[src/rtl/regfile_writeback_if.sv]
// Bundle of result-source, decode-check and register-file write-port signals
// for the write-back stage.
interface regfile_writeback_if #(
  parameter int unsigned WIDTH = 32,
  parameter int unsigned INDEX = 5,
  parameter int unsigned DEPTH = 4
);
  localparam int unsigned CW = $clog2(DEPTH + 1);

  logic             alu_valid_in;
  logic [INDEX-1:0] alu_rd_in;
  logic [WIDTH-1:0] alu_data_in;
  logic             alu_stall_out;
  logic             mem_valid_in;
  logic             mem_ready_out;
  logic [INDEX-1:0] mem_rd_in;
  logic [WIDTH-1:0] mem_data_in;
  logic             issue_in;
  logic [INDEX-1:0] issue_rd_in;
  logic [INDEX-1:0] check_rs1_in;
  logic [INDEX-1:0] check_rs2_in;
  logic             busy_rs1_out;
  logic             busy_rs2_out;
  logic             we_out;
  logic [INDEX-1:0] address_w_out;
  logic [WIDTH-1:0] data_w_out;
  logic [CW-1:0]    fifo_count_out;

  // Upstream side: result producers, decode and the register file.
  modport master (
    output alu_valid_in, alu_rd_in, alu_data_in,
    output mem_valid_in, mem_rd_in, mem_data_in,
    output issue_in, issue_rd_in, check_rs1_in, check_rs2_in,
    input  alu_stall_out, mem_ready_out, busy_rs1_out, busy_rs2_out,
    input  we_out, address_w_out, data_w_out, fifo_count_out
  );

  // Write-back stage side.
  modport slave (
    input  alu_valid_in, alu_rd_in, alu_data_in,
    input  mem_valid_in, mem_rd_in, mem_data_in,
    input  issue_in, issue_rd_in, check_rs1_in, check_rs2_in,
    output alu_stall_out, mem_ready_out, busy_rs1_out, busy_rs2_out,
    output we_out, address_w_out, data_w_out, fifo_count_out
  );
endinterface

[src/rtl/regfile_writeback.sv]
// Register-file write-back: merges single-cycle ALU results and queued
// long-latency results onto one write port, and tracks pending destinations.
module regfile_writeback #(
  parameter int unsigned WIDTH = 32,
  parameter int unsigned INDEX = 5,
  parameter int unsigned DEPTH = 4
) (
  input logic               clk_in,
  input logic               rst_in,
  regfile_writeback_if.slave bus
);
  localparam int unsigned CW   = $clog2(DEPTH + 1);
  localparam int unsigned PW   = (DEPTH > 1) ? $clog2(DEPTH) : 1;
  localparam int unsigned NREG = 2 ** INDEX;

  typedef enum logic {NORMAL, DRAIN} state_t;

  state_t           state_q, state_d;
  logic [INDEX-1:0] fifo_rd_q   [DEPTH];
  logic [WIDTH-1:0] fifo_data_q [DEPTH];
  logic [PW-1:0]    wr_ptr_q, rd_ptr_q;
  logic [CW-1:0]    count_q, count_d;
  logic [NREG-1:0]  pend_q, pend_d;
  logic             we_q, we_d;
  logic [INDEX-1:0] addr_q, addr_d;
  logic [WIDTH-1:0] data_q, data_d;

  logic             push, pop, sel_alu;
  logic [INDEX-1:0] head_rd;
  logic [WIDTH-1:0] head_data;

  assign head_rd   = fifo_rd_q[rd_ptr_q];
  assign head_data = fifo_data_q[rd_ptr_q];

  // DRAIN is held exactly while the registered count equals DEPTH, so the
  // ready/stall outputs come straight from state and never from mem_valid_in.
  assign bus.mem_ready_out  = (state_q == NORMAL) & ~rst_in;
  assign bus.alu_stall_out  = (state_q == DRAIN) & ~rst_in;
  assign bus.busy_rs1_out   = pend_q[bus.check_rs1_in];
  assign bus.busy_rs2_out   = pend_q[bus.check_rs2_in];
  assign bus.we_out         = we_q;
  assign bus.address_w_out  = addr_q;
  assign bus.data_w_out     = data_q;
  assign bus.fifo_count_out = count_q;

  // Arbitration, FIFO occupancy, scoreboard and write-port next state.
  always_comb begin
    sel_alu = 1'b0;
    pop     = 1'b0;
    if (state_q == NORMAL) begin
      if (bus.alu_valid_in)       sel_alu = 1'b1;
      else if (count_q != '0)     pop     = 1'b1;
    end else begin
      pop = 1'b1;
    end
    push    = bus.mem_valid_in & bus.mem_ready_out;
    count_d = count_q + CW'(push) - CW'(pop);
    state_d = (count_d == CW'(DEPTH)) ? DRAIN : NORMAL;

    // Clear on pop first so a same-cycle issue to the same rd wins.
    pend_d = pend_q;
    if (pop)          pend_d[head_rd]         = 1'b0;
    if (bus.issue_in) pend_d[bus.issue_rd_in] = 1'b1;
    pend_d[0] = 1'b0;

    we_d   = 1'b0;
    addr_d = addr_q;
    data_d = data_q;
    if (sel_alu) begin
      if (bus.alu_rd_in != '0) begin
        we_d   = 1'b1;
        addr_d = bus.alu_rd_in;
        data_d = bus.alu_data_in;
      end
    end else if (pop && head_rd != '0) begin
      we_d   = 1'b1;
      addr_d = head_rd;
      data_d = head_data;
    end
  end

  // FIFO storage; contents need no reset since count gates every read.
  always_ff @(posedge clk_in) begin
    if (push) begin
      fifo_rd_q[wr_ptr_q]   <= bus.mem_rd_in;
      fifo_data_q[wr_ptr_q] <= bus.mem_data_in;
    end
  end

  // Arbiter state, pointers, scoreboard and registered write port.
  always_ff @(posedge clk_in) begin
    if (rst_in) begin
      state_q  <= NORMAL;
      wr_ptr_q <= '0;
      rd_ptr_q <= '0;
      count_q  <= '0;
      pend_q   <= '0;
      we_q     <= 1'b0;
      addr_q   <= '0;
      data_q   <= '0;
    end else begin
      state_q  <= state_d;
      if (push) wr_ptr_q <= wr_ptr_q + 1'b1;
      if (pop)  rd_ptr_q <= rd_ptr_q + 1'b1;
      count_q  <= count_d;
      pend_q   <= pend_d;
      we_q     <= we_d;
      addr_q   <= addr_d;
      data_q   <= data_d;
    end
  end
endmodule
[src/flat_wrapper.sv]
// flat-port wrapper written by rule: the top's interface ports become plain ports
module regfile_writeback_flat 
#(
  parameter int unsigned WIDTH = 32,
  parameter int unsigned INDEX = 5,
  parameter int unsigned DEPTH = 4
)
  (clk_in, rst_in, bus_alu_valid_in, bus_alu_rd_in, bus_alu_data_in, bus_mem_valid_in, bus_mem_rd_in, bus_mem_data_in, bus_issue_in, bus_issue_rd_in, bus_check_rs1_in, bus_check_rs2_in, bus_alu_stall_out, bus_mem_ready_out, bus_busy_rs1_out, bus_busy_rs2_out, bus_we_out, bus_address_w_out, bus_data_w_out, bus_fifo_count_out);
  regfile_writeback_if #(.WIDTH(WIDTH), .INDEX(INDEX), .DEPTH(DEPTH)) bus_i ();
  input logic clk_in;
  input logic rst_in;
  input wire logic [$bits(bus_i.alu_valid_in)-1:0] bus_alu_valid_in;
  input wire logic [$bits(bus_i.alu_rd_in)-1:0] bus_alu_rd_in;
  input wire logic [$bits(bus_i.alu_data_in)-1:0] bus_alu_data_in;
  input wire logic [$bits(bus_i.mem_valid_in)-1:0] bus_mem_valid_in;
  input wire logic [$bits(bus_i.mem_rd_in)-1:0] bus_mem_rd_in;
  input wire logic [$bits(bus_i.mem_data_in)-1:0] bus_mem_data_in;
  input wire logic [$bits(bus_i.issue_in)-1:0] bus_issue_in;
  input wire logic [$bits(bus_i.issue_rd_in)-1:0] bus_issue_rd_in;
  input wire logic [$bits(bus_i.check_rs1_in)-1:0] bus_check_rs1_in;
  input wire logic [$bits(bus_i.check_rs2_in)-1:0] bus_check_rs2_in;
  output wire logic [$bits(bus_i.alu_stall_out)-1:0] bus_alu_stall_out;
  output wire logic [$bits(bus_i.mem_ready_out)-1:0] bus_mem_ready_out;
  output wire logic [$bits(bus_i.busy_rs1_out)-1:0] bus_busy_rs1_out;
  output wire logic [$bits(bus_i.busy_rs2_out)-1:0] bus_busy_rs2_out;
  output wire logic [$bits(bus_i.we_out)-1:0] bus_we_out;
  output wire logic [$bits(bus_i.address_w_out)-1:0] bus_address_w_out;
  output wire logic [$bits(bus_i.data_w_out)-1:0] bus_data_w_out;
  output wire logic [$bits(bus_i.fifo_count_out)-1:0] bus_fifo_count_out;
  assign bus_i.alu_valid_in = bus_alu_valid_in;
  assign bus_i.alu_rd_in = bus_alu_rd_in;
  assign bus_i.alu_data_in = bus_alu_data_in;
  assign bus_i.mem_valid_in = bus_mem_valid_in;
  assign bus_i.mem_rd_in = bus_mem_rd_in;
  assign bus_i.mem_data_in = bus_mem_data_in;
  assign bus_i.issue_in = bus_issue_in;
  assign bus_i.issue_rd_in = bus_issue_rd_in;
  assign bus_i.check_rs1_in = bus_check_rs1_in;
  assign bus_i.check_rs2_in = bus_check_rs2_in;
  assign bus_alu_stall_out = bus_i.alu_stall_out;
  assign bus_mem_ready_out = bus_i.mem_ready_out;
  assign bus_busy_rs1_out = bus_i.busy_rs1_out;
  assign bus_busy_rs2_out = bus_i.busy_rs2_out;
  assign bus_we_out = bus_i.we_out;
  assign bus_address_w_out = bus_i.address_w_out;
  assign bus_data_w_out = bus_i.data_w_out;
  assign bus_fifo_count_out = bus_i.fifo_count_out;
  regfile_writeback #(.WIDTH(WIDTH), .INDEX(INDEX), .DEPTH(DEPTH)) u_core (.clk_in(clk_in), .rst_in(rst_in), .bus(bus_i));
endmodule
[config.mk]
export PLATFORM = sky130hd
export DESIGN_NAME = regfile_writeback_flat
export DESIGN_NICKNAME = d
export VERILOG_FILES = /design/src/rtl/regfile_writeback_if.sv /design/src/rtl/regfile_writeback.sv /design/src/flat_wrapper.sv
export SDC_FILE = /design/constraint.sdc
export NUM_CORES = 1
export LEC_CHECK = 0
export BUFFER_PORTS_ARGS = -buffer_cell sky130_fd_sc_hd__buf_2
export CORE_UTILIZATION = 25
export CTS_CLUSTER_SIZE = 24
export DETAILED_ROUTE_END_ITERATION = 6
export GPL_ROUTABILITY_DRIVEN = 0
export GPL_TIMING_DRIVEN = 0
export PLACE_DENSITY = 0.49
export SLEW_MARGIN = 20
export SYNTH_ARGS = -nofsm -noshare
export SYNTH_HDL_FRONTEND = slang
export SYNTH_SLANG_ARGS = --single-unit
export TNS_END_PERCENT = 20
[constraint.sdc]
create_clock -name clk_in -period 2.9 [get_ports clk_in]
set_clock_uncertainty 0.1 [all_clocks]
set_input_delay 0.435 -clock clk_in [delete_from_list [all_inputs] [get_ports clk_in]]
set_output_delay 0.435 -clock clk_in [all_outputs]
set_load 0.02 [all_outputs]
==> summary.txt, run 1 <==
Status: complete, no violations
Most common cell after layout, fill and taps aside: edfxtp_1
WHS Path Cells: 1
Vias in the first global route: 6110
FF-to-FF End: u_core.bus.data_w_out[21]$_SDFFE_PP0P_
Yosys warning count: 0
Critical path data required time: 2370 ps
Ys flop type: edfxtp_1
Setup crit end kind: output port
WS Path Type: flip-flop to output port
Critical Path Most Common Cell: mux4_2
CP arrival: 2250 ps
Hold Path Sink: u_core.fifo_data_q[3][22]$_DFFE_PP_
Via count: 5980
Reg2reg setup slack: 130 ps
Total congestion overflow: 0
Dpl cells: 1213
CTS root buf: clkbuf_16
Slew headroom: 0.372
CTS Buf Count: 28
Initial core utilization: 0.255
FMAX: 359 MHz
Layout Nets: 913
Hold Vio Cnt, Final: 0
First-pass GRT wire length: 37.4 mm
Finished Layout Cells: 1303
CTS tree: built
DRC marker count from the first detailed-route iteration: 280
Setup violators final: 0
Clock transition at path regs: 60 ps
Max Slew Vio Count: 0
Total power divided by cell area: 890 nW/um2
DR WL/cell: 19.2 um
Die Wd: 196 um
Static leakage: 4.28 nW
HP Start: bus_mem_data_in[22]
Latest clock arrival within the worst-skew pair: 550 ps
Synthesized area: 9390 um2
Max-cap viol count: 0
Largest net degree at the start of global routing: 38
H-tree level count: 1
CTS sink count: 227
CP max FO: 3
RSZ-0062 raised after global routing: no
Crit-path cells: mux4_2, mux4_2, mux2_2, buf_2
Slowest cell on crit path: mux4_2
Final Critical Period: 2790 ps
Hpwl dp: 16.0 mm
VDD IR max: 0.454 mV
Post-synthesis area per instance: 15.3 um2
Worst-Margin Slew: 941 ps
All-layer global routing usage: 0.128
Worst-case reg-to-reg path depth: 8
Post-synthesis cell count: 612
Seq cells post-synth: 227
Hold Crit Class: primary input to flip-flop
Layout cell share with drive strength beyond 1: 0.339
Drt total wl: 25.0 mm
Total die area: 38300 um2
Routed Antenna Nets: 0
Period utilisation layout: 0.961
Antenna violations before repair: 2
Yosys cell types: 36
Setup TNS: 0 ps
Mapped Nets: 713
DIE HEIGHT: 196 um
CTS max path bufs: 3
Core area: 36800 um2
Vias per cell: 4.59
Pre-Repair DR Iteration Count: 4
Crit path launch type: flip-flop
DRC viols: 0
Post-synth EDFFs: 148
# rows: 70
Seq/Total Area, Yosys: 0.642
Async set-reset flop share out of synthesis: 0
# IOs: 139
CP peak stage delay: 510 ps
Port bufs: 133
Most frequent cells in the layout: 148 x edfxtp_1, 138 x buf_2, 78 x dfxtp_1, 68 x a21oi_1, 55 x mux4_2
Synthesis-to-layout area growth: 28.1%
Critical path origin: u_core.pend_q[14]$_SDFF_PP0_
-- per-stage QoR --
stage          utilization  hold WS, ps  setup slack (ps)  total power, W  cell area, um2
2_1_floorplan            -          360               195         0.00609            9390
3_3_place_gp         0.289          375              -825         0.00706           10600
3_5_place_dp         0.290          381              -272         0.00709           10700
4_1_cts              0.326        0.627              7.01          0.0109           12000
5_1_grt              0.327         3.58              13.0          0.0112           12000
6_report             0.327         21.2               112          0.0107           12000
-- kinds of logic after synthesis --
group,share of synthesized area
AOI/OAI and AO/OA,0.0965
muxes,0.176
adders and majority gates,0.0101
buffers and inverters,0.0222
DFF,0.642
and+or+nand+nor,0.0497
xor gates and xnor gates,0.00373
-- flip-flops by register name (all words and copies together) (netlist names), named ones only --
name                       flops
u_core.state_q                 1
u_core.fifo_data_q           128
u_core.pend_q                 31
u_core.wr_ptr_q                2
u_core.bus.data_w_out         32
u_core.rd_ptr_q                2
u_core.bus.address_w_out       5
u_core.fifo_rd_q              20
u_core.bus.we_out              1
u_core.bus.fifo_count_out      3
-- power by group --
part           total (W)  leakage (nW)  switching (W)  internal [W]
clock            0.00371         0.470        0.00141       0.00230
sequential       0.00397          1.99       0.000173       0.00380
combinational    0.00304          1.81        0.00178       0.00126
total             0.0107          4.28        0.00336       0.00736
-- layout make-up --
class	count	area, um2
Buffer	38	185
Antenna cell	1	2.50
Inverter	7	26.3
Sequential cell	227	6030
Timing Repair Buffer	171	1040
Clock buffer	29	704
Multi-Input combinational cell	339	3180
Fill cell	3682	24800
Clock inverter	23	285
Tap cell	468	586
-- worst max-delay path: cells and delay by family (launching register included) --
kind	cells	cell delay, ps
buf+inv	1	160
flops	1	320
mux	3	1240
-- layer usage --
metal / part of all wire / vias to the layer above / wire length (um) / track usage
met1: 0.46 / 2979 / 11600 / 0.173
met2: 0.47 / 156 / 11700 / 0.210
li1: - / 2804 / - / -
met4: 0.024 / 2 / 598 / 0.0344
met3: 0.042 / 39 / 1050 / 0.0246
met5: 0.00052 / - / 13 / 0
-- cell usage after synthesis (4+ instances only) --
master | instances | area, um2
a211oi_1 | 17 | 128
nand3_1 | 4 | 20.0
nor2b_1 | 4 | 25.0
o21ai_0 | 33 | 165
a211oi_2 | 20 | 250
inv_1 | 7 | 26.3
buf_2 | 5 | 25.0
dfxtp_1 | 79 | 1580
clkbuf_1 | 26 | 97.6
mux2_2 | 4 | 45.0
nand2_1 | 44 | 165
nor3b_1 | 6 | 45.0
buf_1 | 4 | 15.0
mux4_2 | 55 | 1240
and3_1 | 6 | 37.5
edfxtp_1 | 148 | 4440
a21oi_1 | 68 | 340
nand2b_1 | 4 | 25.0
ha_1 | 6 | 75.1
buf_6 | 4 | 45.0
nor2_1 | 11 | 41.3
mux2i_1 | 37 | 370
-- worst max path at each step --
stage | to | slack (ps) | cells after the start
floorplan | bus_busy_rs1_out | 200 | 4
global placement | u_core.fifo_data_q[2][15]$_DFFE_PP_ | -820 | 3
detailed placement | u_core.bus.data_w_out[20]$_SDFFE_PP0P_ | -270 | 8
CTS | bus_busy_rs1_out | 7 | 7
global route | u_core.bus.data_w_out[17]$_SDFFE_PP0P_ | 10 | 8
finish | bus_busy_rs1_out | 110 | 4
-- repair_timing --
item                                    CTS  global route
pin swaps                                 0             0
buffers inserted                          0             4
hold endpoints to repair                132             0
endpoints found under the setup margin   32            21
gates resized for setup                   5             2
hold buffers                             34             0
Power figures use the tool's default switching activity.
==> inputs of run 2 (changes only) <==
- ABC_AREA: unset -> 1
==> run 2 against run 1 <==
Synthesized cell count grew 59%. Sequential power down 2%. Clock power down 5%. Routed wire length grew 12%. Via count up 26%. Critical endpoint is now u_core.state_q$_SDFF_PP0_.
==> summary.txt, run 2 <==
Slowest cell on crit path: fa_1
DRC marker count from the first detailed-route iteration: 583 (+110%)
Via count: 7525 (+26%)
RSZ-0062 raised after global routing: no
# rows: 71 (+1.4%)
Ys flop type: edfxtp_1
Top cell type's share of synthesized area: 0.464 (-0.00873)
Post-Synth Simple-Gate Area: 0.159 (+0.110)
Drt total wl: 28.0 mm (+12%)
Synthesized area: 9570 um2 (+1.9%)
Synth Area in Compound Gates: 0.127 (+0.0305)
Mux share of post-synthesis cell area: 0.0335 (-0.143)
Hold Vio Cnt, Final: 0 (unchanged)
Latest clock arrival within the worst-skew pair: 530 ps (-20 ps)
CTS Buf Count: 26 (-7.1%)
Internal power: 0.00697 W (-5.3%)
Pre-Repair DR Iteration Count: 5 (+1)
Period utilisation layout: 0.871 (-0.0907)
Async set-reset flop share out of synthesis: 0 (unchanged)
CTS tree: built
Yosys cell types: 26 (-28%)
Static leakage: 4.72 nW (+10%)
FMAX: 396 MHz (+10%)
CP peak stage delay: 370 ps (-140 ps)
Synthesis-to-layout area growth: 26.7%
Total power divided by cell area: 880 nW/um2 (-1.2%)
DR WL/cell: 16.6 um (-13%)
Post-synth EDFFs: 148 (unchanged)
Crit-path cells: inv_1, nand2_1, nand2_1, inv_1, ha_1, inv_1, ha_1, inv_1, fa_1, xnor2_1, nand2_1, nor2_1
Flop pwr share: 0.366 (-0.005)
Largest family of logic cells by synthesized area: simple AND/OR/NAND/NOR gates
Dpl ws: 195 ps (+467 ps)
Crit path launch type: flip-flop
VDD IR max: 0.431 mV (-5.2%)
Total congestion overflow: 0 (unchanged)
Overall Power: 0.0107 W (-0.42%)
Post-synthesis xor/xnor area fraction: 0.00183 (-0.00190)
Port bufs: 136 (+2.3%)
Yosys warning count: 0 (unchanged)
Gate power share: 0.303 (+0.019)
Top cells by area, synth: edfxtp_1 46%, dfxtp_1 17%, nor2_1 7.1%, o21ai_0 6.9%, nand2_1 6.7%
Max-cap viol count: 0 (unchanged)
Most frequent cells in the layout: 178 x nor2_1, 172 x nand2_1, 148 x edfxtp_1, 146 x buf_2, 132 x o21ai_0
Synth Area in Adders: 0.00994 (-0.000187)
Most common cell after layout, fill and taps aside: nor2_1
Post-route cell area: 12100 um2 (+0.76%)
Setup TNS: 0 ps (unchanged)
Final worst slack: 375 ps (+263 ps)
Setup violators final: 0 (unchanged)
All-layer global routing usage: 0.143 (+0.0147)
CP max FO: 7 (+4)
Core area: 37700 um2 (+2.4%)
Vias in the first global route: 7410 (+21%)
Largest net degree at the start of global routing: 21 (-45%)
Yosys top cell by area: edfxtp_1
Layout Nets: 1254 (+37%)
CTS sink count: 227 (unchanged)
Seq cells post-synth: 227 (unchanged)
CTS root buf: clkbuf_16
DRC viols: 0 (unchanged)
NetSw: 0.00370 W (+10%)
Hpwl dp: 19.4 mm (+21%)
Seq/Total Area, Yosys: 0.630 (-0.0118)
CTS max path bufs: 3 (unchanged)
H-tree level count: 1 (unchanged)
Most frequent cell after synthesis: nor2_1
Vias per cell: 4.47 (-2.7%)
Clock transition at path regs: 60 ps (about the same)
DIE HEIGHT: 198 um (+0.92%)
Hold Crit Class: primary input to flip-flop
Critical Path Most Common Cell: inv_1
Setup crit end kind: flip-flop
Max reg flops: 128 (unchanged)
Layout cell share with drive strength beyond 1: 0.178 (-0.161)
Clock share of power: 0.330 (-0.016)
Die Wd: 198 um (+0.92%)
Antenna violations before repair: 4 (+2)
Routed Antenna Nets: 0 (unchanged)
Total die area: 39100 um2 (+1.9%)
Post-synthesis cell count: 972 (+59%)
Status: complete, no violations
Final core occ: 0.322 (-0.00523)
First-pass GRT wire length: 42.9 mm (+15%)
Worst-Margin Slew: 994 ps (+52.7 ps)
Switch share: 0.347 (+0.0334)
CP arrival: 2890 ps (+640 ps)
WS Path Type: flip-flop to flip-flop
Slew headroom: 0.332 (-0.0402)
Placement Cell Area: 11100 um2 (+4.0%)
# IOs: 139 (unchanged)
Most frequent cells after synthesis: 182 x nor2_1, 172 x nand2_1, 148 x edfxtp_1, 132 x o21ai_0, 79 x dfxtp_1
Critical path data required time: 3260 ps (+890 ps)
Final Critical Period: 2520 ps (-263 ps)
Post-synthesis area per instance: 9.84 um2 (-36%)
Mapped Nets: 1073 (+50%)
Initial core utilization: 0.254 (-0.00129)
Max Slew Vio Count: 0 (unchanged)
Biggest register: u_core.fifo_data_q
run 2: stage by stage:
stage / hold WS [ps] / cells
after detailed placement: 368 / 1626
after floorplan: 336 / 972
final: 27.8 / 1685
after global routing: 9.35 / 1684
after CTS: 0.810 / 1683
after global placement: 356 / 1619
run 2: area by class of cell:
class,instances,area (um2)
tap,511,639
inverter,38,143
clock inverter,18,241
antenna,2,5.00
timing repair buffer,153,958
buffer,49,226
clock buffer,29,683
sequential,227,6030
multi-input combinational,658,3200
fill,3996,25500
run 2: metal layers:
layer	wire [um]	global-route usage	vias to the layer above
met3	1600	0.0260	37
met1	12400	0.183	3553
met4	488	0.0359	4
met5	25	0	-
met2	13400	0.247	196
li1	-	-	3735
run 2: cell families (layout without fill, tap and decap cells):
logic type	after synthesis	count (layout)
AO/OA/AOI/OAI	226	226
other	0	2
flip-flops	227	227
adder cells (fa/ha/maj)	7	7
AND/OR/NAND/NOR	391	391
XOR/XNOR	2	2
buffers and inverters	87	287
multiplexers	32	32
run 2: repair_timing:
item                                   CTS  global route
gates resized for setup                  0             0
endpoints found under the hold margin   36             0
buffers inserted                         0             0
hold buffers                            10             0
run 2: power groups by stage:
| stage | Clock [W] | Sequential (W) | Combinational (W) |
|---|---|---|---|
| after floorplan | 0 | 0.00421 | 0.00187 |
| after global placement | 0 | 0.00399 | 0.00322 |
| after detailed placement | 0 | 0.00398 | 0.00329 |
| after CTS | 0.00361 | 0.00392 | 0.00331 |
| after global routing | 0.00373 | 0.00395 | 0.00367 |
| final | 0.00352 | 0.00391 | 0.00324 |
run 2: final timing paths:
kind,from,endpoint,slack [ps],cells past startpoint
worst max-delay path,u_core.state_q$_SDFF_PP0_,u_core.state_q$_SDFF_PP0_,380,12
worst min register to register,u_core.bus.address_w_out[3]$_SDFFE_PP0P_,u_core.bus.address_w_out[3]$_SDFFE_PP0P_,380,2
worst max register to register,u_core.state_q$_SDFF_PP0_,u_core.state_q$_SDFF_PP0_,380,12
worst min-delay path,bus_mem_data_in[7],u_core.fifo_data_q[1][7]$_DFFE_PP_,30,1
run 2: worst max-delay path: cells and delay by family (launching register included):
kind | cells | cell delay (ps)
xor+xnor | 1 | 180
flops | 1 | 340
fa+ha+maj | 3 | 780
buf+inv | 4 | 410
simple gates | 4 | 660
==> inputs of run 3 (changes only) <==
- CELL_PAD_IN_SITES_DETAIL_PLACEMENT: unset -> 0
- CELL_PAD_IN_SITES_GLOBAL_PLACEMENT: unset -> 1
- CORE_UTILIZATION: 25 -> 40
- PLACE_DENSITY: 0.49 -> 0.84
- clock period: 2.9 -> 2.1 ns (I/O delays scaled with it)
==> run 3 against run 2 <==
Register-to-register slack worse by 300 ps. Critical path depth is 3 lower. Core utilization is 20 points higher. Highest routed layer is now met4. Worst setup slack worse by 310 ps. Routed wire length is 8.9% lower. Worst hold slack worse by 2.7 ps. Sequential share of layout area is 0.32 points lower. Combinational power is 50% higher. Largest power group unchanged. Cell count is 9.4% lower.
==> summary.txt, run 3 (same netlist as run 2, synthesis figures left out) <==
CTS root buf: clkbuf_16
WHS Path Cells: 5 (+4)
Dpl ws: -400 ps (-594 ps)
Static leakage: 4.90 nW (+3.7%)
FF-to-FF End: u_core.state_q$_SDFF_PP0_
Total power divided by cell area: 1160 nW/um2 (+32%)
WS Path Type: flip-flop to output port
Max reg flops: 128 (unchanged)
Slowest cell on crit path: dfxtp_2
Total die area: 24500 um2 (-37%)
FMAX: 493 MHz
Final core occ: 0.522 (+0.200)
DIE HEIGHT: 157 um (-21%)
Most frequent cells in the layout: 173 x nor2_1, 167 x nand2_1, 148 x edfxtp_1, 138 x buf_2, 123 x o21ai_0
# rows: 56 (-21%)
Routed Antenna Nets: 0 (unchanged)
Max-cap viol count: 0 (unchanged)
Vias in the first global route: 7463 (+0.72%)
Most common cell after layout, fill and taps aside: nor2_1
Setup violators final: 0 (unchanged)
FF-to-FF Start: u_core.bus.fifo_count_out[1]$_SDFF_PP0_
Largest net degree at the start of global routing: 23 (+9.5%)
VDD IR max: 0.903 mV (+110%)
Die Wd: 157 um (-21%)
Critical path data required time: 1680 ps (-1580 ps)
Final Critical Period: 2030 ps
First-pass GRT wire length: 39.0 mm (-9.0%)
CTS Buf Count: 24 (-7.7%)
Drt total wl: 25.5 mm (-8.9%)
Biggest register: u_core.fifo_data_q
# IOs: 139 (unchanged)
CP peak stage delay: 330 ps (-40 ps)
Crit-path cells: o21ai_0, nor2_1, a21oi_1, a21oi_1, nand2_1, nand2_1, nand2_1, nand2_1, buf_4
All-layer global routing usage: 0.206 (+0.0631)
ANT cells: 0 (-2)
Hold Crit Class: primary input to flip-flop
Via count: 7704 (+2.4%)
CTS max path bufs: 3 (unchanged)
Critical Path Most Common Cell: nand2_1
Hold Path Sink: u_core.bus.data_w_out[8]$_SDFFE_PP0P_
Latest clock arrival within the worst-skew pair: 510 ps (-20 ps)
Setup crit end kind: output port
CP arrival: 1610 ps (-1280 ps)
Crit path launch type: flip-flop
RSZ-0062 raised after global routing: yes
Final worst slack: 70.2 ps (-305 ps)
Slew headroom: 0.262 (-0.0705)
DRC viols: 0 (unchanged)
Total congestion overflow: 0 (unchanged)
Hold Vio Cnt, Final: 0 (unchanged)
CP max FO: 3 (-4)
Hpwl dp: 17.3 mm (-11%)
Overall Power: 0.0143 W (+34%)
Clock transition at path regs: 60 ps (about the same)
HP Start: bus_alu_data_in[8]
Reg2reg setup slack: 80 ps (-300 ps)
Layout Nets: 1292 (+3.0%)
CTS sink count: 227 (unchanged)
Dpl cells: 1433 (-12%)
Status: complete, no violations
Synthesis-to-layout area growth: 28.0%
Initial core utilization: 0.408 (+0.154)
H-tree level count: 1 (unchanged)
DRC marker count from the first detailed-route iteration: 539 (-7.5%)
Antenna violations before repair: 0 (-4)
DR WL/cell: 16.7 um (+0.57%)
Pre-Repair DR Iteration Count: 5 (unchanged)
Core area: 23500 um2 (-38%)
Max Slew Vio Count: 0 (unchanged)
CTS tree: built
Vias per cell: 5.05 (+13%)
Finished Layout Cells: 1527 (-9.4%)
Worst-Margin Slew: 1100 ps (+105 ps)
Worst-case reg-to-reg path depth: 11 (-1)
Layout cell share with drive strength beyond 1: 0.230 (+0.0518)
Period utilisation layout: 0.967
Port bufs: 136 (unchanged)
-- run 3: cell count changes in the layout (fill, tap and decap cells not counted), sizes merged --
cell,delta
dlygate4sd3,+27
buf,+12
bufinv,-4
clkbuf,+4
clkinvlp,-3
diode,-2
clkinv,+1
inv,-1
-- run 3: per-stage QoR --
step / setup TNS [ps] / instance area, um2 / hold slack, ps
after floorplan: -494 / 9600 / 314
after global routing: -191 / 12200 / 33.7
after global placement: -62930 / 10700 / 349
final: 0 / 12200 / 25.0
after CTS: -72.9 / 12000 / 13.0
after detailed placement: -10360 / 10800 / 360
-- run 3: per-layer routing --
| metal | global-route usage | wire length, um | vias up |
|---|---|---|---|
| li1 | - | - | 3808 |
| met1 | 0.265 | 11000 | 3627 |
| met2 | 0.366 | 12600 | 237 |
| met3 | 0.0260 | 1470 | 32 |
| met4 | 0.0528 | 416 | 0 |
| met5 | 0 | 0 | - |
-- run 3: final cells by class --
cell class              instances  area, um2
inverters                      38        144
plain buffers                  48        254
flip-flops and latches        227       6050
repair buffers                194       1320
fillers                      2133      11200
clock inverters                11       88.8
multi-input cells             658       3340
well taps                     319        399
clock buffers                  32        661
-- run 3: how the worst max path moves through the flow --
stage / from / end / slack (ps) / depth (start not counted)
floorplan: rst_in / u_core.fifo_data_q[0][0]$_DFFE_PP_ / -10 / 4
global placement: rst_in / u_core.fifo_data_q[0][13]$_DFFE_PP_ / -430 / 4
detailed placement: bus_alu_valid_in / u_core.state_q$_SDFF_PP0_ / -400 / 12
CTS: u_core.pend_q[24]$_SDFF_PP0_ / bus_busy_rs1_out / -40 / 9
global route: u_core.pend_q[12]$_SDFF_PP0_ / bus_busy_rs1_out / -60 / 9
finish: u_core.pend_q[18]$_SDFF_PP0_ / bus_busy_rs2_out / 70 / 9
-- run 3: worst max-delay path, delay by kind of cell, from the launching register on --
family          cells  cell delay, ps
compound gates      3             360
buf+inv             1             150
flops               1             330
simple gates        5             270
-- run 3: where the power goes --
part           total, W  switching, W  leakage (nW)  internal, W
combinational   0.00486       0.00310          2.52      0.00176
clock           0.00398       0.00165         0.375      0.00233
sequential      0.00543      0.000205          2.00      0.00522
total            0.0143       0.00495          4.90      0.00931
-- run 3: timing repair --
item                       CTS  global route
pin swaps                    1            21
setup endpoints to repair   14            55
buffers inserted             1            14
gates resized for setup     12            85
hold buffers                37             0
hold endpoints to repair   148             0
